<file path="src/rtl/mem_access_controller.sv">
// Data-memory initiator: turns one 16/32-bit load/store request into one or two
// 16-bit memory accesses and returns a registered 32-bit load result.
`timescale 1ns/1ps
module mem_access_controller #(
  parameter int ADDR_WIDTH = 32,
  parameter int DATA_WIDTH = 16
) (
  input  logic                    clk,
  input  logic                    rst,
  input  logic                    req_valid,
  output logic                    req_ready,
  input  logic                    req_write,
  input  logic                    req_double,
  input  logic [ADDR_WIDTH-1:0]   req_addr,
  input  logic [2*DATA_WIDTH-1:0] req_wdata,
  output logic                    resp_valid,
  output logic [2*DATA_WIDTH-1:0] resp_rdata,
  output logic                    stall,
  output logic [ADDR_WIDTH-1:0]   mem_address,
  output logic [DATA_WIDTH-1:0]   mem_data_in,
  output logic                    mem_read,
  output logic                    mem_write,
  input  logic [DATA_WIDTH-1:0]   mem_data_out
);

  typedef enum logic [1:0] {IDLE, FIRST, SECOND, DONE} state_e;

  localparam logic [ADDR_WIDTH-1:0] ADDR_ONE = {{(ADDR_WIDTH-1){1'b0}}, 1'b1};

  state_e                    state_q, state_d;
  logic                      write_q, write_d;
  logic                      double_q, double_d;
  logic [ADDR_WIDTH-1:0]     addr_q, addr_d;
  logic [2*DATA_WIDTH-1:0]   wdata_q, wdata_d;
  logic [2*DATA_WIDTH-1:0]   rdata_q, rdata_d;

  always_ff @(posedge clk or posedge rst) begin
    if (rst) begin
      state_q  <= IDLE;
      write_q  <= 1'b0;
      double_q <= 1'b0;
      addr_q   <= '0;
      wdata_q  <= '0;
      rdata_q  <= '0;
    end else begin
      state_q  <= state_d;
      write_q  <= write_d;
      double_q <= double_d;
      addr_q   <= addr_d;
      wdata_q  <= wdata_d;
      rdata_q  <= rdata_d;
    end
  end

  // Outputs depend only on registered state and latched request fields.
  always_comb begin
    state_d     = state_q;
    write_d     = write_q;
    double_d    = double_q;
    addr_d      = addr_q;
    wdata_d     = wdata_q;
    rdata_d     = rdata_q;
    req_ready   = 1'b0;
    resp_valid  = 1'b0;
    mem_address = '0;
    mem_data_in = '0;
    mem_read    = 1'b0;
    mem_write   = 1'b0;
    case (state_q)
      IDLE: begin
        req_ready = 1'b1;
        if (req_valid) begin
          write_d  = req_write;
          double_d = req_double;
          addr_d   = req_addr;
          wdata_d  = req_wdata;
          state_d  = FIRST;
        end
      end
      FIRST: begin
        mem_address = addr_q;
        mem_data_in = double_q ? wdata_q[2*DATA_WIDTH-1:DATA_WIDTH]
                               : wdata_q[DATA_WIDTH-1:0];
        mem_write   = write_q;
        mem_read    = ~write_q;
        // High half lives at the base address for double accesses.
        if (!write_q) begin
          if (double_q) rdata_d[2*DATA_WIDTH-1:DATA_WIDTH] = mem_data_out;
          else          rdata_d = {{DATA_WIDTH{1'b0}}, mem_data_out};
        end
        state_d = double_q ? SECOND : DONE;
      end
      SECOND: begin
        mem_address = addr_q + ADDR_ONE;
        mem_data_in = wdata_q[DATA_WIDTH-1:0];
        mem_write   = write_q;
        mem_read    = ~write_q;
        if (!write_q) rdata_d[DATA_WIDTH-1:0] = mem_data_out;
        state_d = DONE;
      end
      DONE: begin
        resp_valid = 1'b1;
        state_d    = IDLE;
      end
      default: state_d = IDLE;
    endcase
  end

  assign stall      = ~req_ready;
  assign resp_rdata = rdata_q;

endmodule

</file>
<file path="config.mk">
export PLATFORM = sky130hd
export DESIGN_NAME = mem_access_controller
export DESIGN_NICKNAME = d
export VERILOG_FILES = /design/src/rtl/mem_access_controller.sv
export SDC_FILE = /design/constraint.sdc
export NUM_CORES = 1
export LEC_CHECK = 0
export ABC_AREA = 1
export BUFFER_PORTS_ARGS = -buffer_cell sky130_fd_sc_hd__buf_2
export CORE_MARGIN = 4
export CORE_UTILIZATION = 30
export CTS_BUF_LIST = sky130_fd_sc_hd__clkbuf_16
export CTS_CLUSTER_SIZE = 30
export DETAILED_ROUTE_END_ITERATION = 8
export GPL_ROUTABILITY_DRIVEN = 0
export PLACE_DENSITY = 0.58
export SLEW_MARGIN = 15
export SYNTH_ARGS = -nofsm -noshare
export SYNTH_HDL_FRONTEND = slang
export SYNTH_SLANG_ARGS = --single-unit
</file>
<file path="constraint.sdc">
create_clock -name clk -period 3.25 [get_ports clk]
set_input_delay 0.325 -clock clk [delete_from_list [all_inputs] [get_ports clk]]
set_output_delay 0.325 -clock clk [all_outputs]
set_load 0.02 [all_outputs]
</file>
==> results of run 1 <==
-- stage by stage --
stage	hold slack, ps	worst slack (ps)	total power [µW]	cells
finish	11.2	335	7620	1055
global route	59.8	138	8290	1054
CTS	28.6	325	7730	1054
detailed placement	426	736	6620	1039
global placement	432	794	6580	1039
floorplan	476	306	5270	663
-- sequential cells by signal, indices dropped and copies added (netlist names) --
register and count:
double_q 1, wdata_q 32, write_q 1, state_q 2, resp_rdata 32, addr_q 32
-- cell usage after synthesis, types with 7 or more instances --
library cell / n
sky130_fd_sc_hd__dfrtp_1: 100
sky130_fd_sc_hd__o21ai_0: 41
sky130_fd_sc_hd__clkbuf_1: 14
sky130_fd_sc_hd__buf_2: 11
sky130_fd_sc_hd__inv_1: 58
sky130_fd_sc_hd__nand3_1: 21
sky130_fd_sc_hd__a21oi_1: 54
sky130_fd_sc_hd__nand2_1: 183
sky130_fd_sc_hd__o31ai_1: 16
sky130_fd_sc_hd__nor2_4: 7
sky130_fd_sc_hd__nor2_1: 56
sky130_fd_sc_hd__mux2_2: 45
sky130_fd_sc_hd__a21oi_2: 11
-- area by class of cell --
type / instances / area (µm²) / share of cell area [%]
antenna: 1 / 2.50 / 0.0367
clock buffer: 9 / 225 / 3.30
clock inverter: 6 / 57.6 / 0.843
inverter: 59 / 224 / 3.28
multi-input combinational: 473 / 2600 / 38.1
sequential: 100 / 2500 / 36.7
tap: 229 / 287 / 4.20
timing repair buffer: 178 / 926 / 13.6
-- worst max-delay path, stage by stage, from the launching register on --
cell and delay, ps:
sky130_fd_sc_hd__dfrtp_1 430, sky130_fd_sc_hd__inv_1 90, sky130_fd_sc_hd__ha_1 390, sky130_fd_sc_hd__inv_2 310, sky130_fd_sc_hd__nand2_1 170, sky130_fd_sc_hd__nand2_1 120, sky130_fd_sc_hd__inv_1 240, sky130_fd_sc_hd__o21ai_0 130
sky130_fd_sc_hd__nor2_1 160, sky130_fd_sc_hd__buf_2 180
-- layer usage --
layer | GRT usage (%) | routed length [µm] | share of wire (%)
met1 | 21.6 | 7240 | 44
met2 | 25.7 | 7390 | 45
met3 | 5.73 | 1460 | 8.9
met4 | 3.65 | 211 | 1.3
met5 | 0 | 37 | 0.23
-- worst paths after layout --
check                      cells after the start                    endpoint
min reg2reg                                    2  resp_rdata[10]$_DFFE_PP0P_
min                                            2      wdata_q[4]$_DFFE_PP0P_
max reg2reg                                    4      addr_q[15]$_DFFE_PP0P_
max in group asynchronous                      3      addr_q[25]$_DFFE_PP0P_
max                                            9             mem_address[10]
min in group clk                               2     wdata_q[22]$_DFFE_PP0P_
-- cell families after synthesis --
group	after synthesis	synth area share, %
fa+ha+maj	5	1.14
flops	100	45.8
mux	45	9.27
simple gates	293	23.2
buf+inv	90	6.84
compound gates	130	13.7
-- report_power, final --
group          switching, µW  internal [µW]
Combinational           2780           1430
Clock                    524            534
Sequential               489           1860
Total                   3800           3820
==> flow_summary.json, run 1 <==
{
  "power_leakage_uw": 0.00345,
  "cts_hold_buffers": 0,
  "hold_viol_final": 0,
  "boundaryPins": 170,
  "path_class": "reg -> out",
  "clock_skew_ps": 6.98,
  "leading_cell_type_in_the_layout_fill_and_taps_excluded": "sky130_fd_sc_hd__nand2_1",
  "ys_seq_area_share_pct": 45.8,
  "post_synth_instance_area_um2": 5470,
  "timing.final.max_slew_violations": 0,
  "fp.dieW_um": 143,
  "synth_cell_types": 34,
  "placedInstanceArea_um2": 6540,
  "nets": 911,
  "wirelength_um": 16300,
  "cap_violations": 0,
  "worstSetupStartpoint": "state_q[1]$_DFFE_PP0P_",
  "portion_of_synthesized_cell_area_occupied_by_the_leading_cell_type_pct": 45.8,
  "remaining_drc_errors": 0,
  "clock_tree_from_tritoncts": "yes",
  "setup_viol": 0,
  "crit-reg2reg-launch": "state_q[0]$_DFFE_PP0P_",
  "power_density_nw_per_um2": 1120,
  "worst-r2r-setup-slack_ps": 1170,
  "total_negative_slack_ps": 0,
  "grt_pass1_vias": 4859,
  "synth_area_per_cell_um2": 8.25,
  "design.die.area_um2": 20500,
  "crit_required_ps": 2920,
  "cts-buffers-inserted": 9,
  "fmax_mhz": 343,
  "critical_path_peak_fanout": 28,
  "route.vias.total": 4952,
  "fp.coreArea_um2": 18000,
  "place.port_buffers": 169,
  "period_needed_ps": 2920,
  "peakVddDrop_mv": 0.442,
  "layout.core_utilization_pct": 38.0,
  "cts_resized": 0,
  "grt_first_pass_wirelength_um": 26100,
  "fraction_of_final_layout_cells_with_drive_strength_greater_than_1_pct": 33.5,
  "run_status": "completed",
  "yosysWarnings": 0,
  "timing.critical_path.to_type": "output pin",
  "final.period_utilization_pct": 89.7,
  "floorplan_die_height_um": 143,
  "synth.largest_area_cell": "sky130_fd_sc_hd__dfrtp_1",
  "antenna_found_initial": 3,
  "average_vias_per_placed_instance": 4.69,
  "root_buffer_cell": "sky130_fd_sc_hd__clkbuf_16",
  "clock-sinks": 100,
  "drtAntennaViolNets": 0,
  "synth-seq-cells": 100,
  "cp.arrival_ps": 2590,
  "mappedNetlistNets": 753,
  "placed_wire_length_estimate_um": 11900,
  "wl_per_cell_um": 15.5,
  "rsz0062_at_grt": "no",
  "syn_inst_count": 663,
  "stdcell_area_um2": 6820,
  "layout-area-overhead-vs-synth_pct": 24.8,
  "ctsLongestPathBuffers": 2,
  "globalRouteTotalUtil_pct": 16.3,
  "insertion_delay_ps": 350,
  "most-common-layout-cells": "sky130_fd_sc_hd__nand2_1 (182), sky130_fd_sc_hd__buf_2 (169), sky130_fd_sc_hd__dfrtp_1 (100)",
  "yosys_most_used_dff": "sky130_fd_sc_hd__dfrtp_1",
  "slew_headroom_pct": 33.3,
  "type_of_origin_of_the_critical_path": "register",
  "asyncSetResetFlopFracSynth_pct": 100,
  "cts_htree_levels": 3,
  "effective_utilization_at_floorplan_pct": 30.4,
  "worst_slew_pin_slew_ps": 1000,
  "worst_setup_hold_path_clk_slew_ps": 80,
  "fill_cells": 1899,
  "std_cell_rows": 49,
  "synth-edff-count": 0,
  "grt_remaining_overflow": 0,
  "grt_start_max_net_pins": 84,
  "drt_iter0_markers": 320,
  "hold_path.class": "in -> async",
  "ys_top_cells_by_area": "sky130_fd_sc_hd__dfrtp_1 (46%), sky130_fd_sc_hd__nand2_1 (13%), sky130_fd_sc_hd__mux2_2 (9.3%)",
  "post_cts.repair.setup_buffers": 0,
  "drt_pre_antenna_iters": 5
}
(Power assumes the default switching activity.)
==> inputs of run 2 (changes only) <==
--- a/config.mk
+++ b/config.mk
@@ -7,13 +7,16 @@
 export LEC_CHECK = 0
 export ABC_AREA = 1
 export BUFFER_PORTS_ARGS = -buffer_cell sky130_fd_sc_hd__buf_2
+export CELL_PAD_IN_SITES_DETAIL_PLACEMENT = 1
+export CELL_PAD_IN_SITES_GLOBAL_PLACEMENT = 2
 export CORE_MARGIN = 4
-export CORE_UTILIZATION = 30
+export CORE_UTILIZATION = 29
 export CTS_BUF_LIST = sky130_fd_sc_hd__clkbuf_16
-export CTS_CLUSTER_SIZE = 30
+export CTS_CLUSTER_DIAMETER = 200
+export CTS_CLUSTER_SIZE = 12
 export DETAILED_ROUTE_END_ITERATION = 8
 export GPL_ROUTABILITY_DRIVEN = 0
-export PLACE_DENSITY = 0.58
+export PLACE_DENSITY = 0.86
 export SLEW_MARGIN = 15
 export SYNTH_ARGS = -nofsm -noshare
 export SYNTH_HDL_FRONTEND = slang
==> run 2 against run 1 <==
Compared with the run above:
- count of clock-buffer cells in the layout is the same
- sequential power is essentially flat
- design area grew 0.13%
- combinational power grew 1%
- via count grew 0.79%
- setup slack gained 42 ps
- wire length grew 9.7%
- critical path depth is the same
- final cell count grew 0.19%
- register-to-register slack is essentially flat
==> flow_summary.json, run 2 (same netlist as run 1, synthesis figures left out) <==
{
  "worst-r2r-setup-slack_ps": 1160,
  "final.period_utilization_pct": 88.4,
  "worstSetupStartpoint": "state_q[1]$_DFFE_PP0P_",
  "run_status": "completed",
  "floorplan_die_height_um": 145,
  "critical_path_peak_fanout": 28,
  "globalRouteTotalUtil_pct": 17.2,
  "power_density_nw_per_um2": 1130,
  "drtAntennaViolNets": 0,
  "root_buffer_cell": "sky130_fd_sc_hd__clkbuf_16",
  "clock_skew_ps": 9.54,
  "path_class": "reg -> out",
  "fmax_mhz": 348,
  "p_int_uw": 3830,
  "fill_cells": 2249,
  "crit-reg2reg-capture": "addr_q[17]$_DFFE_PP0P_",
  "cp.arrival_ps": 2550,
  "multi_input_area_um2": 2600,
  "cts-buffers-inserted": 9,
  "cts_htree_levels": 3,
  "cap_violations": 0,
  "layout-area-overhead-vs-synth_pct": 24.9,
  "hold_path.class": "in -> async",
  "insertion_delay_ps": 360,
  "place.port_buffers": 169,
  "layout.core_utilization_pct": 37.4,
  "hold_viol_final": 0,
  "crit_required_ps": 2920,
  "grt_start_max_net_pins": 84,
  "design.die.area_um2": 21100,
  "period_needed_ps": 2870,
  "post_cts.repair.setup_buffers": 0,
  "rsz0062_at_grt": "no",
  "preCtsSetupSlack_ps": 741,
  "grt_pass1_vias": 5362,
  "std_cell_rows": 49,
  "remaining_drc_errors": 0,
  "comb_power_share_pct": 55.1,
  "wirelength_um": 17900,
  "average_vias_per_placed_instance": 4.72,
  "insertedDiodeCount": 0,
  "stdcell_area_um2": 6830,
  "timing.final.max_slew_violations": 0,
  "crit-reg2reg-launch": "state_q[0]$_DFFE_PP0P_",
  "antenna_found_initial": 1,
  "grt_first_pass_wirelength_um": 29600,
  "drt_pre_antenna_iters": 4,
  "clock_tree_from_tritoncts": "yes",
  "nets": 913,
  "most-common-layout-cells": "sky130_fd_sc_hd__nand2_1 (182), sky130_fd_sc_hd__buf_2 (169), sky130_fd_sc_hd__dfrtp_1 (100)",
  "route.vias.total": 4991,
  "postLayoutSetupSlackWorst_ps": 377,
  "boundaryPins": 170,
  "clock-sinks": 100,
  "worst_setup_path_end": "mem_address[13]",
  "peakVddDrop_mv": 0.489,
  "fp.coreArea_um2": 18300,
  "worst_slew_pin_slew_ps": 1020,
  "r2r.worst_path.cells": 4,
  "clock_power_share_pct": 14.1,
  "ctsLongestPathBuffers": 2,
  "fp.dieW_um": 145,
  "cts_resized": 0,
  "p_sw_share_pct": 50.4,
  "power.share.sequential_pct": 30.8,
  "final.hold.worst_slack_ps": 14.7,
  "setup_viol": 0,
  "wl_per_cell_um": 17.0,
  "placed_wire_length_estimate_um": 13500,
  "cts_hold_buffers": 0,
  "worst_setup_hold_path_clk_slew_ps": 80,
  "placedInstanceArea_um2": 6540,
  "slew_headroom_pct": 31.8,
  "drt_iter0_markers": 204,
  "effective_utilization_at_floorplan_pct": 29.9,
  "leading_cell_type_in_the_layout_fill_and_taps_excluded": "sky130_fd_sc_hd__nand2_1",
  "type_of_origin_of_the_critical_path": "register",
  "grt_remaining_overflow": 0,
  "total_negative_slack_ps": 0,
  "fraction_of_final_layout_cells_with_drive_strength_greater_than_1_pct": 33.6,
  "power.switching_uw": 3900,
  "power_leakage_uw": 0.00346,
  "timing.critical_path.to_type": "output pin",
  "regArea_um2": 2500
}
==> run 2: changes by cell type in the layout (fill, tap and decap cells not counted) <==
cell and change:
sky130_fd_sc_hd__inv_1 +1, sky130_fd_sc_hd__clkinv_8 +1, sky130_fd_sc_hd__buf_12 -1, sky130_fd_sc_hd__diode_2 -1
sky130_fd_sc_hd__buf_4 +3, sky130_fd_sc_hd__inv_8 -1, sky130_fd_sc_hd__inv_6 +3, sky130_fd_sc_hd__clkinv_4 -3
==> run 2: per-layer routing <==
layer	track usage, %	routed length (µm)	vias to the layer above
li1	-	-	2480
met2	27.9	8420	103
met4	2.99	125	2
met1	22.8	8260	2398
met5	0	13	-
met3	5.83	1110	8
==> run 2: per-stage QoR <==
| step | instances | power, µW |
|---|---|---|
| finish | 1057 | 7730 |
| global route | 1057 | 8410 |
| CTS | 1057 | 7850 |
| detailed placement | 1041 | 6720 |
| global placement | 1041 | 6610 |
| floorplan | 663 | 5270 |
==> run 2: how the worst min path moves through the flow <==
stage | to | slack [ps] | start | cells after the start
2_1_floorplan | wdata_q[0]$_DFFE_PP0P_ | 480 | req_wdata[0] | 1
3_3_place_gp | resp_rdata[19]$_DFFE_PP0P_ | 430 | rst | 2
3_5_place_dp | resp_rdata[19]$_DFFE_PP0P_ | 430 | rst | 2
4_1_cts | resp_rdata[19]$_DFFE_PP0P_ | 40 | rst | 2
5_1_grt | resp_rdata[19]$_DFFE_PP0P_ | 50 | rst | 2
6_report | resp_rdata[19]$_DFFE_PP0P_ | 10 | rst | 2
==> run 2: area by class of cell <==
type | instances | area share (%)
Clock buffer | 9 | 3.30
Sequential cell | 100 | 36.6
Clock inverter | 7 | 0.971
Multi-Input combinational cell | 473 | 38.1
Tap cell | 229 | 4.19
Inverter | 59 | 3.28
Timing Repair Buffer | 180 | 13.6
==> run 2: worst max-delay path, stage by stage (launching register included) <==
cell,delay (ps)
sky130_fd_sc_hd__dfrtp_1,430
sky130_fd_sc_hd__inv_1,100
sky130_fd_sc_hd__ha_1,390
sky130_fd_sc_hd__inv_2,310
sky130_fd_sc_hd__nand2_1,160
sky130_fd_sc_hd__nand2_1,110
sky130_fd_sc_hd__inv_1,220
sky130_fd_sc_hd__nand2_1,80
sky130_fd_sc_hd__a21oi_1,170
sky130_fd_sc_hd__buf_2,210
==> run 2: power by group through the flow <==
stage                     sequential (µW)  combinational [µW]  clock (µW)
after floorplan                      2450                2820           0
after global placement               2380                4230           0
after detailed placement             2390                4330           0
after CTS                            2380                4340        1130
after global routing                 2480                4760        1170
final                                2380                4260        1090
==> inputs of run 3 (changes only) <==
==> constraint.sdc (replaced) <==
create_clock -name clk -period 3.25 [get_ports clk]
set_input_delay 0.8125 -clock clk [delete_from_list [all_inputs] [get_ports clk]]
set_output_delay 0.8125 -clock clk [all_outputs]
set_load 0.02 [all_outputs]
==> run 3 against run 2 <==
Compared with the run above:
- sequential power about the same
- global-route usage decreased by 0.063 points
- setup slack got worse by 140 ps
- clock skew increased by 4.3 ps
- design area increased by 0.62%
- critical endpoint is now mem_data_in[13]
==> flow_summary.json, run 3 (same netlist as run 1, synthesis figures left out) <==
{
  "setup_viol": 0,
  "insertion_delay_ps": 360,
  "antenna_found_initial": 1,
  "cp.arrival_ps": 2200,
  "floorplan_die_height_um": 145,
  "comb_power_share_pct": 55.3,
  "final.period_utilization_pct": 92.6,
  "cts-buffers-inserted": 9,
  "final.hold.worst_slack_ps": 482,
  "route.vias.total": 4990,
  "clock-sinks": 100,
  "drtAntennaViolNets": 0,
  "crit_required_ps": 2440,
  "wl_per_cell_um": 16.7,
  "post_layout_nonfiller_instances": 1058,
  "grt_start_max_net_pins": 56,
  "postLayoutSetupSlackWorst_ps": 239,
  "run_status": "completed",
  "fp.coreArea_um2": 18300,
  "timing.critical_path.to_type": "output pin",
  "design.die.area_um2": 21100,
  "fp.dieW_um": 145,
  "cts_htree_levels": 3,
  "power.share.sequential_pct": 30.1,
  "place.port_buffers": 169,
  "clock_skew_ps": 13.8,
  "grt_pass1_vias": 5363,
  "p_sw_share_pct": 49.9,
  "power_density_nw_per_um2": 1130,
  "p_int_uw": 3910,
  "hold_viol_final": 0,
  "clock_tree_from_tritoncts": "yes",
  "period_needed_ps": 3010,
  "clock_power_share_pct": 14.6,
  "nets": 913,
  "leading_cell_type_in_the_layout_fill_and_taps_excluded": "sky130_fd_sc_hd__nand2_1",
  "worst_slew_pin_slew_ps": 838,
  "root_buffer_cell": "sky130_fd_sc_hd__clkbuf_16",
  "layout-area-overhead-vs-synth_pct": 25.7,
  "std_cell_rows": 49,
  "timing.final.max_slew_violations": 0,
  "drt_iter0_markers": 183,
  "placedCellCount": 1041,
  "path_class": "reg -> out",
  "grt_first_pass_wirelength_um": 29400,
  "placed_wire_length_estimate_um": 13300,
  "fmax_mhz": 332,
  "peakVddDrop_mv": 0.383,
  "fraction_of_final_layout_cells_with_drive_strength_greater_than_1_pct": 33.6,
  "placedInstanceArea_um2": 6570,
  "boundaryPins": 170,
  "slew_headroom_pct": 44.0,
  "stdcell_area_um2": 6880,
  "post_cts.repair.setup_buffers": 0,
  "preCtsSetupSlack_ps": 618,
  "effective_utilization_at_floorplan_pct": 29.9,
  "cap_violations": 0,
  "drt_pre_antenna_iters": 4,
  "remaining_drc_errors": 0,
  "power_leakage_uw": 0.00347,
  "critical_path_peak_fanout": 20,
  "globalRouteTotalUtil_pct": 17.2,
  "rsz0062_at_grt": "no",
  "type_of_origin_of_the_critical_path": "register",
  "power.switching_uw": 3880,
  "total_negative_slack_ps": 0,
  "wirelength_um": 17700,
  "worst_setup_hold_path_clk_slew_ps": 80,
  "most-common-layout-cells": "sky130_fd_sc_hd__nand2_1 (182), sky130_fd_sc_hd__buf_2 (169), sky130_fd_sc_hd__dfrtp_1 (100)",
  "grt_remaining_overflow": 0,
  "cts_hold_buffers": 0,
  "ctsLongestPathBuffers": 2,
  "hold_path.class": "reg -> reg",
  "cts_resized": 0,
  "average_vias_per_placed_instance": 4.72
}
## run 3: through the flow
step	utilization, %	total power [µW]
after global routing	37.6	8460
after floorplan	-	5270
after CTS	37.6	7910
after global placement	35.9	6620
after detailed placement	35.9	6730
final	37.6	7790
## run 3: path summary, 6_finish.rpt
check / endpoint / startpoint / depth (start not counted) / slack [ps]
min reg2reg: resp_rdata[2]$_DFFE_PP0P_ / resp_rdata[2]$_DFFE_PP0P_ / 2 / 480
min in group asynchronous: addr_q[18]$_DFFE_PP0P_ / rst / 2 / 620
max: mem_data_in[13] / state_q[0]$_DFFE_PP0P_ / 7 / 240
max in group asynchronous: addr_q[10]$_DFFE_PP0P_ / rst / 3 / 1840
min: resp_rdata[2]$_DFFE_PP0P_ / resp_rdata[2]$_DFFE_PP0P_ / 2 / 480
max reg2reg: addr_q[11]$_DFFE_PP0P_ / state_q[0]$_DFFE_PP0P_ / 5 / 1200
## run 3: power by group through the flow
stage | clock network [µW] | logic (µW) | registers [µW]
2_1_floorplan | 0 | 2820 | 2450
3_3_place_gp | 0 | 4270 | 2340
3_5_place_dp | 0 | 4370 | 2360
4_1_cts | 1180 | 4370 | 2350
5_1_grt | 1220 | 4800 | 2450
6_report | 1140 | 4310 | 2350
## run 3: critical path, cell delays in order (launching register included)
cell and delay (ps):
sky130_fd_sc_hd__dfrtp_1 400, sky130_fd_sc_hd__inv_1 110, sky130_fd_sc_hd__ha_1 330, sky130_fd_sc_hd__buf_4 290, sky130_fd_sc_hd__inv_1 100, sky130_fd_sc_hd__buf_4 220
sky130_fd_sc_hd__a21oi_1 180, sky130_fd_sc_hd__buf_2 190
## run 3: routing by layer
layer / routed length (µm) / GRT usage, %
met4: 167 / 4.13
met3: 1000 / 4.99
met2: 8310 / 28.2
met5: 13 / 0
met1: 8210 / 22.4
## run 3: area by class of cell
cell class / count / area (µm²)
flip-flops and latches: 100 / 2500
clock inverters: 7 / 80.1
well taps: 229 / 287
clock buffers: 9 / 225
multi-input cells: 473 / 2600
inverters: 59 / 225
repair buffers: 180 / 953
fillers: 2279 / 11400
diodes: 1 / 2.50
